`config.mk`:
```
export PLATFORM = sky130hd
export DESIGN_NAME = dmem_access_unit
export DESIGN_NICKNAME = d
export VERILOG_FILES = /design/src/rtl/dmem_access_unit.sv
export SDC_FILE = /design/constraint.sdc
export NUM_CORES = 1
export LEC_CHECK = 0
export ABC_CLOCK_PERIOD_IN_PS = 10000
export CAP_MARGIN = 40
export CORE_ASPECT_RATIO = 1.2
export CORE_MARGIN = 4
export CORE_UTILIZATION = 50
export CTS_BUF_LIST = sky130_fd_sc_hd__clkbuf_8
export CTS_CLUSTER_SIZE = 28
export DETAILED_ROUTE_END_ITERATION = 8
export GPL_TIMING_DRIVEN = 0
export PLACE_DENSITY = 0.92
export SYNTH_ARGS = -nofsm -noshare
export SYNTH_HDL_FRONTEND = slang
export SYNTH_SLANG_ARGS = --single-unit
```
`constraint.sdc`:
```
create_clock -name i_clk -period 10 [get_ports i_clk]
set_clock_uncertainty 0.05 [all_clocks]
set_input_delay 1.5 -clock i_clk [delete_from_list [all_inputs] [get_ports i_clk]]
set_output_delay 1.5 -clock i_clk [all_outputs]
set_load 0.02 [all_outputs]
```
`src/rtl/dmem_access_unit.sv`:
```
// Load/store unit: turns one byte-addressed hart request into a word-aligned
// valid/ready memory access and returns an extended load result or a trap.
module dmem_access_unit #(
    parameter int TIMEOUT_CYCLES = 255
) (
    input  logic        i_clk,
    input  logic        i_rst,
    input  logic        i_req_valid,
    output logic        o_req_ready,
    input  logic        i_req_write,
    input  logic [31:0] i_req_addr,
    input  logic [31:0] i_req_wdata,
    input  logic [2:0]  i_req_funct3,
    output logic        o_rsp_valid,
    output logic [31:0] o_rsp_rdata,
    output logic        o_rsp_trap,
    output logic        o_mem_valid,
    input  logic        i_mem_ready,
    output logic [31:0] o_mem_addr,
    output logic        o_mem_ren,
    output logic        o_mem_wen,
    output logic [31:0] o_mem_wdata,
    output logic [3:0]  o_mem_mask,
    input  logic        i_mem_rvalid,
    input  logic [31:0] i_mem_rdata
);

    typedef enum logic [1:0] {IDLE, REQ, WAIT, RESP} state_t;

    state_t      state, state_nxt;
    logic [15:0] cnt;
    logic        write_q;
    logic [2:0]  funct3_q;
    logic [1:0]  addr_lo_q;
    logic        accept, access_good, timeout;
    logic [31:0] rsp_rdata_nxt;
    logic        rsp_trap_nxt;

    function automatic logic access_ok(input logic wr, input logic [2:0] f3, input logic [1:0] lo);
        logic legal, misaligned;
        case (f3)
            3'b000, 3'b001, 3'b010: legal = 1'b1;
            3'b100, 3'b101:         legal = ~wr;
            default:                legal = 1'b0;
        endcase
        misaligned = (f3[1:0] == 2'b01 && lo[0]) || (f3[1:0] == 2'b10 && lo != 2'b00);
        return legal && !misaligned;
    endfunction

    function automatic logic [3:0] lane_mask(input logic [2:0] f3, input logic [1:0] lo);
        case (f3[1:0])
            2'b00:   return 4'b0001 << lo;
            2'b01:   return lo[1] ? 4'b1100 : 4'b0011;
            default: return 4'b1111;
        endcase
    endfunction

    function automatic logic [31:0] lane_wdata(input logic [2:0] f3, input logic [1:0] lo,
                                               input logic [31:0] wd);
        case (f3[1:0])
            2'b00:   return {24'b0, wd[7:0]} << {lo, 3'b000};
            2'b01:   return lo[1] ? {wd[15:0], 16'b0} : {16'b0, wd[15:0]};
            default: return wd;
        endcase
    endfunction

    function automatic logic [31:0] load_extend(input logic [2:0] f3, input logic [1:0] lo,
                                                input logic [31:0] rd);
        logic [31:0] b_sh, h_sh;
        b_sh = rd >> {lo, 3'b000};
        h_sh = rd >> {lo[1], 4'b0000};
        case (f3)
            3'b000:  return {{24{b_sh[7]}}, b_sh[7:0]};
            3'b001:  return {{16{h_sh[15]}}, h_sh[15:0]};
            3'b100:  return {24'b0, b_sh[7:0]};
            3'b101:  return {16'b0, h_sh[15:0]};
            default: return rd;
        endcase
    endfunction

    assign accept      = (state == IDLE) && i_req_valid;
    assign access_good = access_ok(i_req_write, i_req_funct3, i_req_addr[1:0]);
    assign timeout     = (cnt == 16'(TIMEOUT_CYCLES - 1));

    always_ff @(posedge i_clk or posedge i_rst) begin
        if (i_rst) state <= IDLE;
        else       state <= state_nxt;
    end

    always_comb begin
        state_nxt = state;
        case (state)
            IDLE:    if (i_req_valid) state_nxt = access_good ? REQ : RESP;
            REQ:     if (i_mem_ready) state_nxt = write_q ? RESP : WAIT;
            WAIT:    if (i_mem_rvalid || timeout) state_nxt = RESP;
            RESP:    state_nxt = IDLE;
            default: state_nxt = IDLE;
        endcase
    end

    always_comb begin
        o_req_ready = (state == IDLE) && !i_rst;
        o_mem_valid = (state == REQ);
        o_mem_ren   = o_mem_valid && !write_q;
        o_mem_wen   = o_mem_valid && write_q;
        o_rsp_valid = (state == RESP);
    end

    // Response fields are only non-zero during the RESP cycle; rvalid beats the timeout.
    always_comb begin
        rsp_rdata_nxt = '0;
        rsp_trap_nxt  = 1'b0;
        if (state == WAIT && i_mem_rvalid)
            rsp_rdata_nxt = load_extend(funct3_q, addr_lo_q, i_mem_rdata);
        if ((accept && !access_good) || (state == WAIT && !i_mem_rvalid && timeout))
            rsp_trap_nxt = 1'b1;
    end

    always_ff @(posedge i_clk or posedge i_rst) begin
        if (i_rst) begin
            cnt         <= '0;
            o_mem_addr  <= '0;
            o_mem_mask  <= '0;
            o_mem_wdata <= '0;
            o_rsp_rdata <= '0;
            o_rsp_trap  <= 1'b0;
        end else begin
            cnt         <= (state == WAIT) ? cnt + 16'd1 : '0;
            o_rsp_rdata <= rsp_rdata_nxt;
            o_rsp_trap  <= rsp_trap_nxt;
            if (accept && access_good) begin
                o_mem_addr  <= {i_req_addr[31:2], 2'b00};
                o_mem_mask  <= lane_mask(i_req_funct3, i_req_addr[1:0]);
                o_mem_wdata <= lane_wdata(i_req_funct3, i_req_addr[1:0], i_req_wdata);
            end
        end
    end

    always_ff @(posedge i_clk) begin
        if (accept) begin
            write_q   <= i_req_write;
            funct3_q  <= i_req_funct3;
            addr_lo_q <= i_req_addr[1:0];
        end
    end

endmodule

```
==> impl_metrics.tcl, run 1 <==
set metrics [dict create \
    status "complete, no violations" \
    clkTransAtPathRegs_ns 0.08 \
    grt.total_usage 0.262 \
    antenna_found_initial 0 \
    cts_root_buffer "clkbuf_8" \
    clockBufferDepth 2 \
    tns_ns 0 \
    syn_inst 519 \
    crit_type "input port to primary output" \
    power_density_nw_per_um2 247 \
    max_freq_ghz 0.236 \
    r2r.worst_path.cells 7 \
    critPathArrivalTime_ns 2.68 \
    start_kind "input port" \
    rr_endpoint "o_rsp_rdata[25]$_DFF_PP0_" \
    die_w_um 105 \
    syn_area_per_cell_um2 10.9 \
    core_um2 11100 \
    relSlewSlack 0.556 \
    insertion_delay_ns 0.42 \
    yosysWarnings 0 \
    synth.distinct_cells 55 \
    highest_layer "met4" \
    layout-drive-gt1-share 0.131 \
    routedWlPerCell_um 18.4 \
    initial_core_util 0.512 \
    yosysSeqAreaShare 0.547 \
    cts_hold_buffers 0 \
    reg2reg_setup_slack_ns 7.82 \
    ctsResizeCount 0 \
    ios 211 \
    cts_setup_buffers 0 \
    rsz0062_at_grt "false" \
    setup_viol 0 \
    synthesis.area_um2 5680 \
    drt_iter0_drc 252 \
    drt-met1-wl_um 5840 \
    min_path_type "flop to flop" \
    grt-ovfl-total 0 \
    hold_ws_ns 0.432 \
    hold_viol_final 0 \
    synthArstFlopShare 0.951 \
    hold_depth 2 \
    min-delay-start "o_mem_mask[2]$_DFFE_PP0P_" \
    r2r_start "state[0]$_DFFE_PP0P_" \
    area_growth_pct 47.8 \
    fin_crit_sh 0.423 \
    cts.sinks 123 \
    yosys_most_used_dff "dfrtp_1" \
    route.met2.wl_um 8790 \
    grt_pass1_wl_um 27300 \
    synth-edff-count 6 \
    die_area_um2 13100 \
    max_slew.worst_pin.slew_ns 0.665 \
    post-place-ws_ns 5.77 \
    via_per_inst 5.52 \
    cts_tree "yes" \
    setup_slack_ns 5.77 \
    grt_start_max_net_pins 72 \
    max_cap_violations 0 \
    drt_pre_antenna_iters 5 \
    wl_met3_um 1600 \
    critPathMaxFanout 2 \
    place_hpwl_um 13000 \
    min_to "o_mem_mask[2]$_DFFE_PP0P_" \
    fp.dieH_um 125 \
    synth_seq_cells 123 \
    rows 42 \
    io_buffer_count 208 \
    antenna_cells 0 \
    vdd_ir_drop_max_mv 0.194 \
    required_ns 8.45 \
    ant_nets 0 \
    fin_util 0.757 \
    via_count 5050 \
    gp_congestion 0.937 \
    post-route-min-period_ns 4.23 \
    fin_cells 915 \
    dp.cells 883 \
    p_leak_nw 3.74 \
    cts_buffers 17 \
    drt-total-wl_um 16800 \
    route.detailed.drc 0 \
    worstSetupEndpointType "primary output" \
    slew_viol_final 0 \
    final_nets 860 \
    ctsHtreeMaxLevel 4 \
    grt_pass1_vias 5408 \
]
cell families after synthesis:
group                    count (synthesis)  share of synthesized area
adder cells (fa/ha/maj)                  7                     0.0154
other                                    1                   0.000660
XOR/XNOR                                11                     0.0170
AND/OR/NAND/NOR                        151                      0.129
flip-flops                             123                      0.547
buffers and inverters                   59                     0.0496
multiplexers                            42                     0.0846
AO/OA/AOI/OAI                          125                      0.156
layout by cell type, fill, tap and decap left out, drive strengths merged, types with 14 or more instances in the layout:
cell type and n:
mux2 38, inv 24, o21ai 40, buf 17, nor2 40, nand2 56, a21o 16, nand3 14
dfrtp 117, a221oi 17, clkbuf 39, clkdlybuf4s50 208, a22oi 17
cell type report:
cell class,instances,area (µm²)
Buffer,36,195
Clock buffer,19,262
Clock inverter,13,143
Fill cell,722,2700
Inverter,23,88.8
Multi-Input combinational cell,338,2290
Sequential cell,123,3110
Tap cell,154,193
Timing Repair Buffer,209,2110
flip-flops by register name (all words and copies together), names as in the netlist:
signal	count
o_mem_mask	4
cnt	16
state	2
write_q	1
funct3_q	3
o_rsp_trap	1
o_mem_wdata	32
o_mem_addr	30
addr_lo_q	2
o_rsp_rdata	32
how the worst max path moves through the flow:
stage,start,to,cells past startpoint
3_3_place_gp,i_rst,o_mem_wdata[4]$_DFFE_PP0P_,2
6_report,i_rst,o_req_ready,3
4_1_cts,i_rst,o_req_ready,3
5_1_grt,i_rst,o_req_ready,3
3_5_place_dp,i_rst,o_req_ready,3
2_1_floorplan,i_rst,cnt[0]$_DFF_PP0_,1
synth_stat cells, types with 8 or more instances:
cell type | n | area [µm²]
dfrtp_1 | 117 | 2930
nand2_1 | 55 | 206
nor2_1 | 39 | 146
o21ai_0 | 38 | 190
mux2_2 | 35 | 394
inv_1 | 22 | 82.6
clkbuf_1 | 20 | 75.1
a221oi_1 | 17 | 149
a22oi_1 | 17 | 128
a21o_1 | 16 | 120
nand3_1 | 14 | 70.1
nor2b_1 | 12 | 75.1
a2bb2oi_1 | 8 | 70.1
xor2_1 | 8 | 70.1
layer usage:
metal,GRT usage,vias to the layer above
met4,0.119,0
met5,0,-
met3,0.0938,45
li1,-,2295
met1,0.271,2449
met2,0.469,261
worst max-delay path: stages:
cell and delay (ns):
clkdlybuf4s50_1 0.46, nor2_1 0.11, clkdlybuf4s50_1 0.61
metrics by stage:
step,area (µm²),total power [mW]
after floorplan,5680,1.18
after global placement,7960,1.61
after detailed placement,7990,1.63
after CTS,8390,2.08
after global routing,8390,2.18
final,8390,2.07
power by group:
part	switching (mW)	internal (mW)	leakage (nW)
registers	0.0887	0.659	1.58
clock network	0.206	0.236	0.199
logic	0.454	0.426	1.95
total	0.748	1.32	3.74
(Power assumes the default switching activity.)
==> inputs of run 2 (changes only) <==
==> config.mk (replaced) <==
export PLATFORM = sky130hd
export DESIGN_NAME = dmem_access_unit
export DESIGN_NICKNAME = d
export VERILOG_FILES = /design/src/rtl/dmem_access_unit.sv
export SDC_FILE = /design/constraint.sdc
export NUM_CORES = 1
export LEC_CHECK = 0
export ABC_CLOCK_PERIOD_IN_PS = 3600
export CAP_MARGIN = 40
export CORE_ASPECT_RATIO = 1.2
export CORE_MARGIN = 4
export CORE_UTILIZATION = 42
export CTS_BUF_LIST = sky130_fd_sc_hd__clkbuf_8
export CTS_CLUSTER_SIZE = 28
export DETAILED_ROUTE_END_ITERATION = 8
export GPL_TIMING_DRIVEN = 0
export PLACE_DENSITY = 0.83
export SYNTH_ARGS = -nofsm -noshare
export SYNTH_HDL_FRONTEND = slang
export SYNTH_SLANG_ARGS = --single-unit
==> constraint.sdc (replaced) <==
create_clock -name i_clk -period 3.6 [get_ports i_clk]
set_clock_uncertainty 0.05 [all_clocks]
set_input_delay 0.54 -clock i_clk [delete_from_list [all_inputs] [get_ports i_clk]]
set_output_delay 0.54 -clock i_clk [all_outputs]
set_load 0.02 [all_outputs]
==> impl_metrics.tcl, run 2 (same netlist as run 1, synthesis figures left out) <==
set metrics [dict create \
    status "complete, no violations" \
    min_to "o_mem_mask[1]$_DFFE_PP0P_" \
    slew_viol_final 0 \
    initial_core_util 0.429 \
    r2r.worst_path.cells 7 \
    cts_tree "yes" \
    crit_path_frequent_cell "inv_1" \
    power_switching_mw 2.09 \
    drt-total-wl_um 17200 \
    seq_power_share 0.355 \
    required_ns 3.01 \
    worstSetupPathDepth 5 \
    clockBufferDepth 2 \
    start_kind "flop" \
    cpLargestDelayFamily "buffers and inverters" \
    fill_cells 1087 \
    crit_type "flop to primary output" \
    pwr-share-clk 0.224 \
    min_path_type "flop to flop" \
    p_leak_nw 3.76 \
    area_growth_pct 49.1 \
    cts_setup_buffers 0 \
    r2r_start "state[0]$_DFFE_PP0P_" \
    max_freq_ghz 0.387 \
    antenna_found_initial 0 \
    cp.buffers_inverters 3 \
    cts.sinks 123 \
    crit_chain "inv_1 > ha_1 > inv_1 > nor2_1 > clkdlybuf4s50_1" \
    ctsHtreeMaxLevel 4 \
    netSwitchingFraction 0.358 \
    clkTransAtPathRegs_ns 0.08 \
    fin_crit_sh 0.717 \
    post-route-min-period_ns 2.58 \
    critPathArrivalTime_ns 1.99 \
    drt_pre_antenna_iters 7 \
    drt_iter0_drc 226 \
    grt.total_usage 0.227 \
    final_cell_mix "clkdlybuf4s50_1, dfrtp_1, nand2_1" \
    vdd_ir_drop_max_mv 0.326 \
    combPwrFrac 0.422 \
    place_hpwl_um 13600 \
    max_slew.worst_pin.slew_ns 0.622 \
    cts_hold_buffers 0 \
    grt_pass1_wl_um 27400 \
    fin_util 0.640 \
    min-delay-start "o_mem_mask[1]$_DFFE_PP0P_" \
    hold_depth 2 \
    final_nets 862 \
    power_density_nw_per_um2 689 \
    insertion_delay_ns 0.44 \
    ctsResizeCount 0 \
    grt-ovfl-total 0 \
    worstSetupEndpointType "primary output" \
    hold_viol_final 0 \
    antenna_cells 0 \
    layout-drive-gt1-share 0.134 \
    die_area_um2 15500 \
    rr_endpoint "o_mem_addr[7]$_DFFE_PP0P_" \
    ant_nets 0 \
    ios 211 \
    multi_input_area_um2 2290 \
    grt_pass1_vias 5462 \
    crit_slowest_cell "clkdlybuf4s50_1" \
    rows 46 \
    io_buffer_count 208 \
    route.detailed.drc 0 \
    relSlewSlack 0.585 \
    rsz0062_at_grt "false" \
    via_per_inst 5.40 \
    reg2reg_setup_slack_ns 1.48 \
    max_cap_violations 0 \
    gp_congestion 0.952 \
    tns_ns 0 \
    setup_viol 0 \
    core_um2 13200 \
    via_count 5032 \
    register_area_um2 3110 \
    internal_power_mw 3.74 \
    slowest_delay_ns 0.62 \
    routedWlPerCell_um 18.5 \
    final_common_cell "clkdlybuf4s50_1" \
    die_w_um 114 \
    grt_start_max_net_pins 41 \
    cts_buffers 17 \
    top_regs "o_mem_wdata (32), o_rsp_rdata (32), o_mem_addr (30)" \
    placed_area_um2 8040 \
    hold_ws_ns 0.434 \
    fp.dieH_um 135 \
    cts_root_buffer "clkbuf_8" \
    fin_area_um2 8470 \
    critPathMaxFanout 4 \
]
[run 2: power by group through the flow]
stage          Sequential (mW)  Clock [mW]  Combinational (mW)
5_1_grt                   2.13        1.39                2.62
6_report                  2.07        1.30                2.46
4_1_cts                   2.08        1.33                2.49
3_5_place_dp              2.10           0                2.48
2_1_floorplan             2.57           0               0.709
3_3_place_gp              2.07           0                2.40
[run 2: layout make-up]
type	instances	area share
Sequential cell	123	0.367
Multi-Input combinational cell	338	0.271
Timing Repair Buffer	211	0.253
Clock buffer	19	0.0309
Tap cell	168	0.0248
Buffer	36	0.0230
Clock inverter	13	0.0197
Inverter	23	0.0106
[run 2: tightest hold or removal path: stages (launching register included)]
cell and delay (ns):
dfrtp_1 0.35, nand2_1 0.05, o21ai_0 0.06
[run 2: stage by stage]
stage | worst slack (ns) | cells | power [mW]
after floorplan | 1.58 | 520 | 3.28
after global placement | 0.530 | 896 | 4.47
after detailed placement | 0.979 | 899 | 4.58
after CTS | 0.987 | 931 | 5.89
after global routing | 0.886 | 931 | 6.14
final | 1.02 | 931 | 5.83
[run 2: worst max path at each step]
stage | from | end | slack, ns
after floorplan | i_rst | cnt[0]$_DFF_PP0_ | 1.58
after global placement | i_rst | o_mem_wdata[6]$_DFFE_PP0P_ | 0.53
after detailed placement | i_req_addr[0] | o_mem_addr[7]$_DFFE_PP0P_ | 0.98
after CTS | state[1]$_DFFE_PP0P_ | o_mem_wen | 0.99
after global routing | state[1]$_DFFE_PP0P_ | o_mem_ren | 0.89
final | state[1]$_DFFE_PP0P_ | o_mem_ren | 1.02
[run 2: layer usage]
layer,track usage,share of wire,routed length [µm],up-vias
met4,0.119,0.040,697,0
met1,0.249,0.37,6320,2425
met5,0,0,0,-
li1,-,-,-,2292
met3,0.0536,0.068,1180,56
met2,0.404,0.52,9040,259
